--- config.mk ---
export PLATFORM = sky130hd
export DESIGN_NAME = pipeline_hazard_ctrl_flat
export DESIGN_NICKNAME = d
export VERILOG_FILES = /design/src/rtl/pipeline_hazard_ctrl_pkg.sv /design/src/rtl/pipeline_hazard_ctrl_if.sv /design/src/rtl/pipeline_hazard_ctrl_reg_scoreboard.sv /design/src/rtl/pipeline_hazard_ctrl.sv /design/src/flat_wrapper.sv
export SDC_FILE = /design/constraint.sdc
export NUM_CORES = 1
export LEC_CHECK = 0
export ABC_AREA = 1
export BUFFER_PORTS_ARGS = -buffer_cell sky130_fd_sc_hd__buf_2
export CAP_MARGIN = 20
export CORE_MARGIN = 10
export CORE_UTILIZATION = 45
export CTS_CLUSTER_DIAMETER = 30
export DETAILED_ROUTE_END_ITERATION = 10
export PLACE_DENSITY = 0.66
export SYNTH_ARGS = -nofsm -noshare
export SYNTH_HDL_FRONTEND = slang
export SYNTH_SLANG_ARGS = --single-unit
--- constraint.sdc ---
create_clock -name I_CLOCK -period 3.2 [get_ports I_CLOCK]
set_clock_uncertainty 0.1 [all_clocks]
set_input_delay 0.64 -clock I_CLOCK [delete_from_list [all_inputs] [get_ports I_CLOCK]]
set_output_delay 0.64 -clock I_CLOCK [all_outputs]
set_load 0.01 [all_outputs]
--- src/rtl/pipeline_hazard_ctrl_pkg.sv ---
// Shared constants and types for the pipeline hazard controller.
// Latency: n/a (declarations only).
// Backpressure: n/a.
package pipeline_hazard_ctrl_pkg;

  localparam int NUM_REGS   = 16;
  localparam int REG_IDX_W  = 4;
  localparam int PC_WIDTH   = 16;
  localparam int CNT_W      = 2;
  localparam int BR_TIMEOUT = 15;
  localparam int TMO_W      = $clog2(BR_TIMEOUT + 1);

  typedef enum logic [1:0] {
    BR_IDLE     = 2'd0,
    BR_WAIT     = 2'd1,
    BR_REDIRECT = 2'd2
  } br_state_t;

  typedef logic [REG_IDX_W-1:0] reg_idx_t;
  typedef logic [PC_WIDTH-1:0]  pc_t;

endpackage

--- src/rtl/pipeline_hazard_ctrl_if.sv ---
// Bundle of decode/memory/writeback inputs and fetch/decode control outputs.
// Latency: n/a (wiring only).
// Backpressure: stall outputs travel back to fetch/decode through this bundle.
interface pipeline_hazard_ctrl_if;
  import pipeline_hazard_ctrl_pkg::*;

  logic     I_DE_Valid;
  logic     I_DE_IsBranch;
  logic     I_DE_DestValid;
  reg_idx_t I_DE_DestReg;
  logic     I_DE_Src1Valid;
  reg_idx_t I_DE_Src1Reg;
  logic     I_DE_Src2Valid;
  reg_idx_t I_DE_Src2Reg;
  logic     I_MEM_BranchResolved;
  logic     I_MEM_BranchTaken;
  pc_t      I_MEM_BranchTarget;
  logic     I_WB_Valid;
  reg_idx_t I_WB_DestReg;
  logic     O_DepStallSignal;
  logic     O_BranchStallSignal;
  logic     O_BranchAddrSelect;
  pc_t      O_BranchPC;
  logic     O_Error;

  // Pipeline side: drives decode/mem/wb info, consumes stall/redirect.
  modport master (
    output I_DE_Valid, I_DE_IsBranch, I_DE_DestValid, I_DE_DestReg,
           I_DE_Src1Valid, I_DE_Src1Reg, I_DE_Src2Valid, I_DE_Src2Reg,
           I_MEM_BranchResolved, I_MEM_BranchTaken, I_MEM_BranchTarget,
           I_WB_Valid, I_WB_DestReg,
    input  O_DepStallSignal, O_BranchStallSignal, O_BranchAddrSelect,
           O_BranchPC, O_Error
  );

  // Controller side.
  modport slave (
    input  I_DE_Valid, I_DE_IsBranch, I_DE_DestValid, I_DE_DestReg,
           I_DE_Src1Valid, I_DE_Src1Reg, I_DE_Src2Valid, I_DE_Src2Reg,
           I_MEM_BranchResolved, I_MEM_BranchTaken, I_MEM_BranchTarget,
           I_WB_Valid, I_WB_DestReg,
    output O_DepStallSignal, O_BranchStallSignal, O_BranchAddrSelect,
           O_BranchPC, O_Error
  );
endinterface

--- src/rtl/pipeline_hazard_ctrl_reg_scoreboard.sv ---
// Per-register count of in-flight writers with one increment, one decrement and three read ports.
// Latency: reads are combinational; updates land on the next clock edge.
// Backpressure: none; saturates at max and floors at zero, flagging a zero-floor decrement.
module reg_scoreboard #(
  parameter int N     = 16,
  parameter int IDX_W = 4,
  parameter int W     = 2
) (
  input  logic             clk,
  input  logic             rst_n,
  input  logic             inc_vld,
  input  logic [IDX_W-1:0] inc_idx,
  input  logic             dec_vld,
  input  logic [IDX_W-1:0] dec_idx,
  input  logic [IDX_W-1:0] rd1_idx,
  input  logic [IDX_W-1:0] rd2_idx,
  input  logic [IDX_W-1:0] rd3_idx,
  output logic [W-1:0]     rd1_cnt,
  output logic [W-1:0]     rd2_cnt,
  output logic [W-1:0]     rd3_cnt,
  output logic             underflow
);

  localparam logic [W-1:0] CNT_MAX = '1;

  logic [N-1:0][W-1:0] cnt;
  logic                same_reg;

  assign rd1_cnt  = cnt[rd1_idx];
  assign rd2_cnt  = cnt[rd2_idx];
  assign rd3_cnt  = cnt[rd3_idx];
  // An inc and dec on the same register cancel, so that case is never an underflow.
  assign same_reg  = inc_vld & dec_vld & (inc_idx == dec_idx);
  assign underflow = dec_vld & (cnt[dec_idx] == '0) & ~same_reg;

  // Counter update: inc/dec on one register cancel; saturate high, floor at zero.
  always_ff @(posedge clk or negedge rst_n) begin
    if (!rst_n) begin
      cnt <= '0;
    end else begin
      for (int r = 0; r < N; r++) begin
        if (inc_vld && inc_idx == IDX_W'(r) && !(dec_vld && dec_idx == IDX_W'(r))) begin
          if (cnt[r] != CNT_MAX) cnt[r] <= cnt[r] + 1'b1;
        end else if (dec_vld && dec_idx == IDX_W'(r) && !(inc_vld && inc_idx == IDX_W'(r))) begin
          if (cnt[r] != '0) cnt[r] <= cnt[r] - 1'b1;
        end
      end
    end
  end

endmodule

--- src/rtl/pipeline_hazard_ctrl.sv ---
// Central dependency-stall and branch-redirect controller beside decode.
// Latency: stalls are combinational on decode inputs; redirect appears the cycle after resolve.
// Backpressure: holds decode while a source is pending or dest counter is full; stops fetch while a branch is outstanding.
module pipeline_hazard_ctrl
  import pipeline_hazard_ctrl_pkg::*;
(
  input logic                  I_CLOCK,
  input logic                  I_LOCK,
  pipeline_hazard_ctrl_if.slave hif
);

  localparam logic [CNT_W-1:0] CNT_MAX = '1;

  br_state_t        state;
  logic [TMO_W-1:0] tmo;
  pc_t              br_pc;
  logic             addr_sel;
  logic             err;

  logic [CNT_W-1:0] src1_cnt;
  logic [CNT_W-1:0] src2_cnt;
  logic [CNT_W-1:0] dest_cnt;
  logic             sb_underflow;
  logic             dep_stall;
  logic             issue;
  logic             br_issue;
  logic             spurious_res;
  logic             tmo_hit;

  reg_scoreboard #(
    .N     (NUM_REGS),
    .IDX_W (REG_IDX_W),
    .W     (CNT_W)
  ) u_sb (
    .clk       (I_CLOCK),
    .rst_n     (I_LOCK),
    .inc_vld   (issue & hif.I_DE_DestValid),
    .inc_idx   (hif.I_DE_DestReg),
    .dec_vld   (hif.I_WB_Valid),
    .dec_idx   (hif.I_WB_DestReg),
    .rd1_idx   (hif.I_DE_Src1Reg),
    .rd2_idx   (hif.I_DE_Src2Reg),
    .rd3_idx   (hif.I_DE_DestReg),
    .rd1_cnt   (src1_cnt),
    .rd2_cnt   (src2_cnt),
    .rd3_cnt   (dest_cnt),
    .underflow (sb_underflow)
  );

  // Retirement this cycle is not bypassed: the stall drops only once the counter has updated.
  assign dep_stall = hif.I_DE_Valid &
                     ((hif.I_DE_Src1Valid & (src1_cnt != '0)) |
                      (hif.I_DE_Src2Valid & (src2_cnt != '0)) |
                      (hif.I_DE_DestValid & (dest_cnt == CNT_MAX)));

  assign issue        = hif.I_DE_Valid & ~dep_stall & (state != BR_WAIT);
  assign br_issue     = issue & hif.I_DE_IsBranch;
  assign spurious_res = hif.I_MEM_BranchResolved & (state != BR_WAIT);
  assign tmo_hit      = (state == BR_WAIT) & ~hif.I_MEM_BranchResolved &
                        (tmo == TMO_W'(BR_TIMEOUT));

  // Branch sequencing with registered redirect outputs and sticky error.
  always_ff @(posedge I_CLOCK or negedge I_LOCK) begin
    if (!I_LOCK) begin
      state    <= BR_IDLE;
      tmo      <= '0;
      br_pc    <= '0;
      addr_sel <= 1'b0;
      err      <= 1'b0;
    end else begin
      err <= err | sb_underflow | spurious_res | tmo_hit;
      case (state)
        BR_IDLE: begin
          if (br_issue) begin
            state <= BR_WAIT;
            tmo   <= '0;
          end
        end
        BR_WAIT: begin
          if (hif.I_MEM_BranchResolved) begin
            if (hif.I_MEM_BranchTaken) begin
              state    <= BR_REDIRECT;
              br_pc    <= hif.I_MEM_BranchTarget;
              addr_sel <= 1'b1;
            end else begin
              state <= BR_IDLE;
            end
          end else if (!tmo_hit) begin
            tmo <= tmo + 1'b1;
          end
        end
        BR_REDIRECT: begin
          state    <= BR_IDLE;
          addr_sel <= 1'b0;
        end
        default: begin
          state    <= BR_IDLE;
          addr_sel <= 1'b0;
        end
      endcase
    end
  end

  assign hif.O_DepStallSignal    = dep_stall;
  assign hif.O_BranchStallSignal = (state == BR_WAIT) | br_issue;
  assign hif.O_BranchAddrSelect  = addr_sel;
  assign hif.O_BranchPC          = br_pc;
  assign hif.O_Error             = err;

endmodule

--- src/flat_wrapper.sv ---
// flat-port wrapper written by rule: the top's interface ports become plain ports
module pipeline_hazard_ctrl_flat import pipeline_hazard_ctrl_pkg::*;
  (I_CLOCK, I_LOCK, hif_I_DE_Valid, hif_I_DE_IsBranch, hif_I_DE_DestValid, hif_I_DE_DestReg, hif_I_DE_Src1Valid, hif_I_DE_Src1Reg, hif_I_DE_Src2Valid, hif_I_DE_Src2Reg, hif_I_MEM_BranchResolved, hif_I_MEM_BranchTaken, hif_I_MEM_BranchTarget, hif_I_WB_Valid, hif_I_WB_DestReg, hif_O_DepStallSignal, hif_O_BranchStallSignal, hif_O_BranchAddrSelect, hif_O_BranchPC, hif_O_Error);
  pipeline_hazard_ctrl_if hif_i ();
  input logic I_CLOCK;
  input logic I_LOCK;
  input wire logic [$bits(hif_i.I_DE_Valid)-1:0] hif_I_DE_Valid;
  input wire logic [$bits(hif_i.I_DE_IsBranch)-1:0] hif_I_DE_IsBranch;
  input wire logic [$bits(hif_i.I_DE_DestValid)-1:0] hif_I_DE_DestValid;
  input wire logic [$bits(hif_i.I_DE_DestReg)-1:0] hif_I_DE_DestReg;
  input wire logic [$bits(hif_i.I_DE_Src1Valid)-1:0] hif_I_DE_Src1Valid;
  input wire logic [$bits(hif_i.I_DE_Src1Reg)-1:0] hif_I_DE_Src1Reg;
  input wire logic [$bits(hif_i.I_DE_Src2Valid)-1:0] hif_I_DE_Src2Valid;
  input wire logic [$bits(hif_i.I_DE_Src2Reg)-1:0] hif_I_DE_Src2Reg;
  input wire logic [$bits(hif_i.I_MEM_BranchResolved)-1:0] hif_I_MEM_BranchResolved;
  input wire logic [$bits(hif_i.I_MEM_BranchTaken)-1:0] hif_I_MEM_BranchTaken;
  input wire logic [$bits(hif_i.I_MEM_BranchTarget)-1:0] hif_I_MEM_BranchTarget;
  input wire logic [$bits(hif_i.I_WB_Valid)-1:0] hif_I_WB_Valid;
  input wire logic [$bits(hif_i.I_WB_DestReg)-1:0] hif_I_WB_DestReg;
  output wire logic [$bits(hif_i.O_DepStallSignal)-1:0] hif_O_DepStallSignal;
  output wire logic [$bits(hif_i.O_BranchStallSignal)-1:0] hif_O_BranchStallSignal;
  output wire logic [$bits(hif_i.O_BranchAddrSelect)-1:0] hif_O_BranchAddrSelect;
  output wire logic [$bits(hif_i.O_BranchPC)-1:0] hif_O_BranchPC;
  output wire logic [$bits(hif_i.O_Error)-1:0] hif_O_Error;
  assign hif_i.I_DE_Valid = hif_I_DE_Valid;
  assign hif_i.I_DE_IsBranch = hif_I_DE_IsBranch;
  assign hif_i.I_DE_DestValid = hif_I_DE_DestValid;
  assign hif_i.I_DE_DestReg = hif_I_DE_DestReg;
  assign hif_i.I_DE_Src1Valid = hif_I_DE_Src1Valid;
  assign hif_i.I_DE_Src1Reg = hif_I_DE_Src1Reg;
  assign hif_i.I_DE_Src2Valid = hif_I_DE_Src2Valid;
  assign hif_i.I_DE_Src2Reg = hif_I_DE_Src2Reg;
  assign hif_i.I_MEM_BranchResolved = hif_I_MEM_BranchResolved;
  assign hif_i.I_MEM_BranchTaken = hif_I_MEM_BranchTaken;
  assign hif_i.I_MEM_BranchTarget = hif_I_MEM_BranchTarget;
  assign hif_i.I_WB_Valid = hif_I_WB_Valid;
  assign hif_i.I_WB_DestReg = hif_I_WB_DestReg;
  assign hif_O_DepStallSignal = hif_i.O_DepStallSignal;
  assign hif_O_BranchStallSignal = hif_i.O_BranchStallSignal;
  assign hif_O_BranchAddrSelect = hif_i.O_BranchAddrSelect;
  assign hif_O_BranchPC = hif_i.O_BranchPC;
  assign hif_O_Error = hif_i.O_Error;
  pipeline_hazard_ctrl u_core (.I_CLOCK(I_CLOCK), .I_LOCK(I_LOCK), .hif(hif_i));
endmodule
==> impl_metrics.yaml <==
outcome:
  status: "completed"
yosys:
  synth_seq_area_share: 0.373
  synth_nets: 628
  synth.top_cell.area_share: 0.373
  synth_edf_count: 0
  synth_area_leaders: "dfrtp_1, nand2_1, nor2_1, o21ai_0, ha_1"
  yosys_warnings: 0
  ys_ff_latch: 56
  ys_async_sr_fraction: 1.00
  synth_common_cells: "nand2_1, nor2_1, dfrtp_1"
  synth_ff_type: "dfrtp_1"
  yosysMostFrequentCell: "nand2_1"
  avgSynthCellArea_um2: 6.61
  synth_largest_area_cell: "dfrtp_1"
  synth.distinct_cells: 26
  synthCells: 569
  synth_area_mm2: 0.00376
power_and_ir_drop:
  leakage_nw: 2.30
  ir_drop_v: 0.000286
  powerDensity_mw_per_mm2: 428
  power.total_mw: 1.88
run:
  drv_cap: 0
route:
  drt_iter0_markers: 277
  dr_total_vias: 3850
  vias_per_cell: 5.12
  antenna_left: 0
  routed_wirelength_um: 10900
  drcViolationCount: 0
  avgRoutedWirePerCell_um: 14.5
  drt_pass1_iterations: 5
critical_path:
  regToRegEndpoint: "u_core.u_sb.cnt[24]"
  cp-start-kind: "primary input"
  max_stage_delay_ns: 0.28
  path_buf_inv: 4
  arrival_ns: 2.30
  rrSetupSlack_ns: 0.23
  crit_top_cell: "nand2_1"
  rr_worst_depth: 17
  critical_path.cell_chain: "buf_2, buf_12, nor2_1, nand2_1, nand3_1, nand2_1, nand2_1, o21ai_0, nor2_1, nor2_1, buf_4, nand3_1, nand2_1, buf_2"
  crit_required_ns: 2.46
  cpMaxStageDelayCell: "nor2_1"
  rr_startpoint: "u_core.u_sb.cnt[19]"
  crit_type: "primary input to output pin"
  crit_family: "simple AND/OR/NAND/NOR gates"
  end_kind: "output pin"
  path_max_fanout: 10
global_route:
  grt_pass1_vias: 3661
  antenna_found_initial: 0
  grt_use_total: 0.171
  grt_pass1_wl_um: 18000
  gr-total-overflow: 0
  grt_max_degree: 36
floorplan:
  rows: 33
  die_h_um: 111
  design.core.area_mm2: 0.00818
  initial_core_util: 0.460
  die_x_um: 111
  dieArea_mm2: 0.0124
  io_pins: 62
finish:
  layout-drive-gt1-share: 0.167
  final_nets: 705
  finalInstanceArea_mm2: 0.00440
  diodes: 0
  area_growth_pct: 17.1
  finish.utilization: 0.539
placed_design:
  portBuffers: 61
  hpwl_um: 8670
  gp_routability_congestion: 0.933
  dpl_cell_area_mm2: 0.00426
clock_tree:
  numCtsBuffers: 5
  clk_pin_slew_ns: 0.11
  cts_sinks: 56
  cts_root_buf: "clkbuf_8"
  cts_tree: "done"
  cts_max_level: 2
  cts_max_path_buffers: 2
  clk_latency_ns: 0.32
sta:
  hold_slack_ns: 0.373
  fin_crit_ns: 3.04
  finalHoldViolCount: 0
  slew_headroom: 0.660
  fin_crit_sh: 0.950
  setup_viol: 0
  tightest_slew_ns: 0.508
  rsz0062_at_grt: "no"
  fmax_mhz: 329
  slew_violations: 0
  fin_setup_tns_ns: 0
hold_path:
  whs_path_depth: 2
  hold_start: "u_core.hif.O_BranchPC[1]"
  hold_end: "u_core.hif.O_BranchPC[1]"
  hp-class: "register to register"
==> worst max-delay path by stage <==
stage / from / to / slack (ns) / depth (start not counted)
2_1_floorplan: hif_I_DE_DestReg[1] / u_core.u_sb.cnt[0] / 0.38 / 18
3_3_place_gp: hif_I_DE_DestReg[0] / u_core.u_sb.cnt[20] / 0.02 / 18
3_5_place_dp: hif_I_DE_DestReg[0] / u_core.u_sb.cnt[24] / -0.08 / 18
4_1_cts: u_core.u_sb.cnt[7] / hif_O_BranchStallSignal / 0.14 / 13
5_1_grt: u_core.u_sb.cnt[18] / u_core.u_sb.cnt[22] / 0.004 / 17
6_report: hif_I_DE_DestReg[0] / hif_O_BranchStallSignal / 0.16 / 14
==> cell usage in the layout (no fill, tap or decap), types with 4 or more instances in the layout <==
cell      count
o22ai_1       7
ha_1         17
buf_2        61
o21ai_0      45
xor2_1        5
o31ai_1      12
dfrtp_1      56
buf_4        13
or2_2         7
nand2_1     195
nand3_1      26
nor2_1       99
nand2_2       4
a21oi_1      21
clkbuf_8      5
inv_1        48
nor2_2        9
==> worst register-to-register path: cells and delay by family, from the launching register on <==
family | cells | cell delay, ns
flip-flops | 1 | 0.44
adder cells (fa/ha/maj) | 1 | 0.26
AND/OR/NAND/NOR | 15 | 1.91
AO/OA/AOI/OAI | 1 | 0.14
==> flip-flops by register name, indices dropped and copies added, names as in the netlist <==
register / count
u_core.hif.O_BranchPC: 16
u_core.hif.O_Error: 1
u_core.tmo: 4
u_core.hif.O_BranchAddrSelect: 1
u_core.u_sb.cnt: 32
u_core.state: 2
==> kinds of logic after synthesis <==
logic type | after synthesis | synth area share
xor+xnor | 5 | 0.0116
buf+inv | 58 | 0.0619
fa+ha+maj | 17 | 0.0566
simple gates | 346 | 0.369
compound gates | 87 | 0.128
flops | 56 | 0.373
==> power by group <==
group / leakage, nW / switching, mW / total, mW / internal (mW)
Combinational: 1.51 / 0.362 / 0.576 / 0.214
Sequential: 0.752 / 0.0582 / 0.880 / 0.822
Clock: 0.0423 / 0.267 / 0.427 / 0.160
Total: 2.30 / 0.687 / 1.88 / 1.20
==> layout make-up <==
class | instances | area (um2)
fillers | 851 | 3770
inverters | 52 | 198
clock buffers | 5 | 68.8
clock inverters | 3 | 26.3
repair buffers | 76 | 433
well taps | 105 | 131
multi-input cells | 455 | 2150
flip-flops and latches | 56 | 1400
==> routing by layer <==
metal,vias up,GRT usage,wire length (um)
li1,1984,-,-
met1,1763,0.220,5000
met2,89,0.289,5230
met3,14,0.0290,505
met4,0,0.0403,140
met5,-,0,0
==> stage by stage <==
stage	cells	setup slack, ns
2_1_floorplan	569	0.380
3_3_place_gp	741	0.0226
3_5_place_dp	741	-0.0777
4_1_cts	750	0.141
5_1_grt	752	0.00359
6_report	752	0.161
==> what timing repair did <==
item / 4_1_cts / 5_1_grt
gates resized for setup: 0 / 9
setup endpoints to repair: 0 / 14
hold buffers: 1 / 0
endpoints found under the hold margin: 1 / 0
buffers inserted: 0 / 2
No activity file was read; power rests on OpenSTA's default activity.
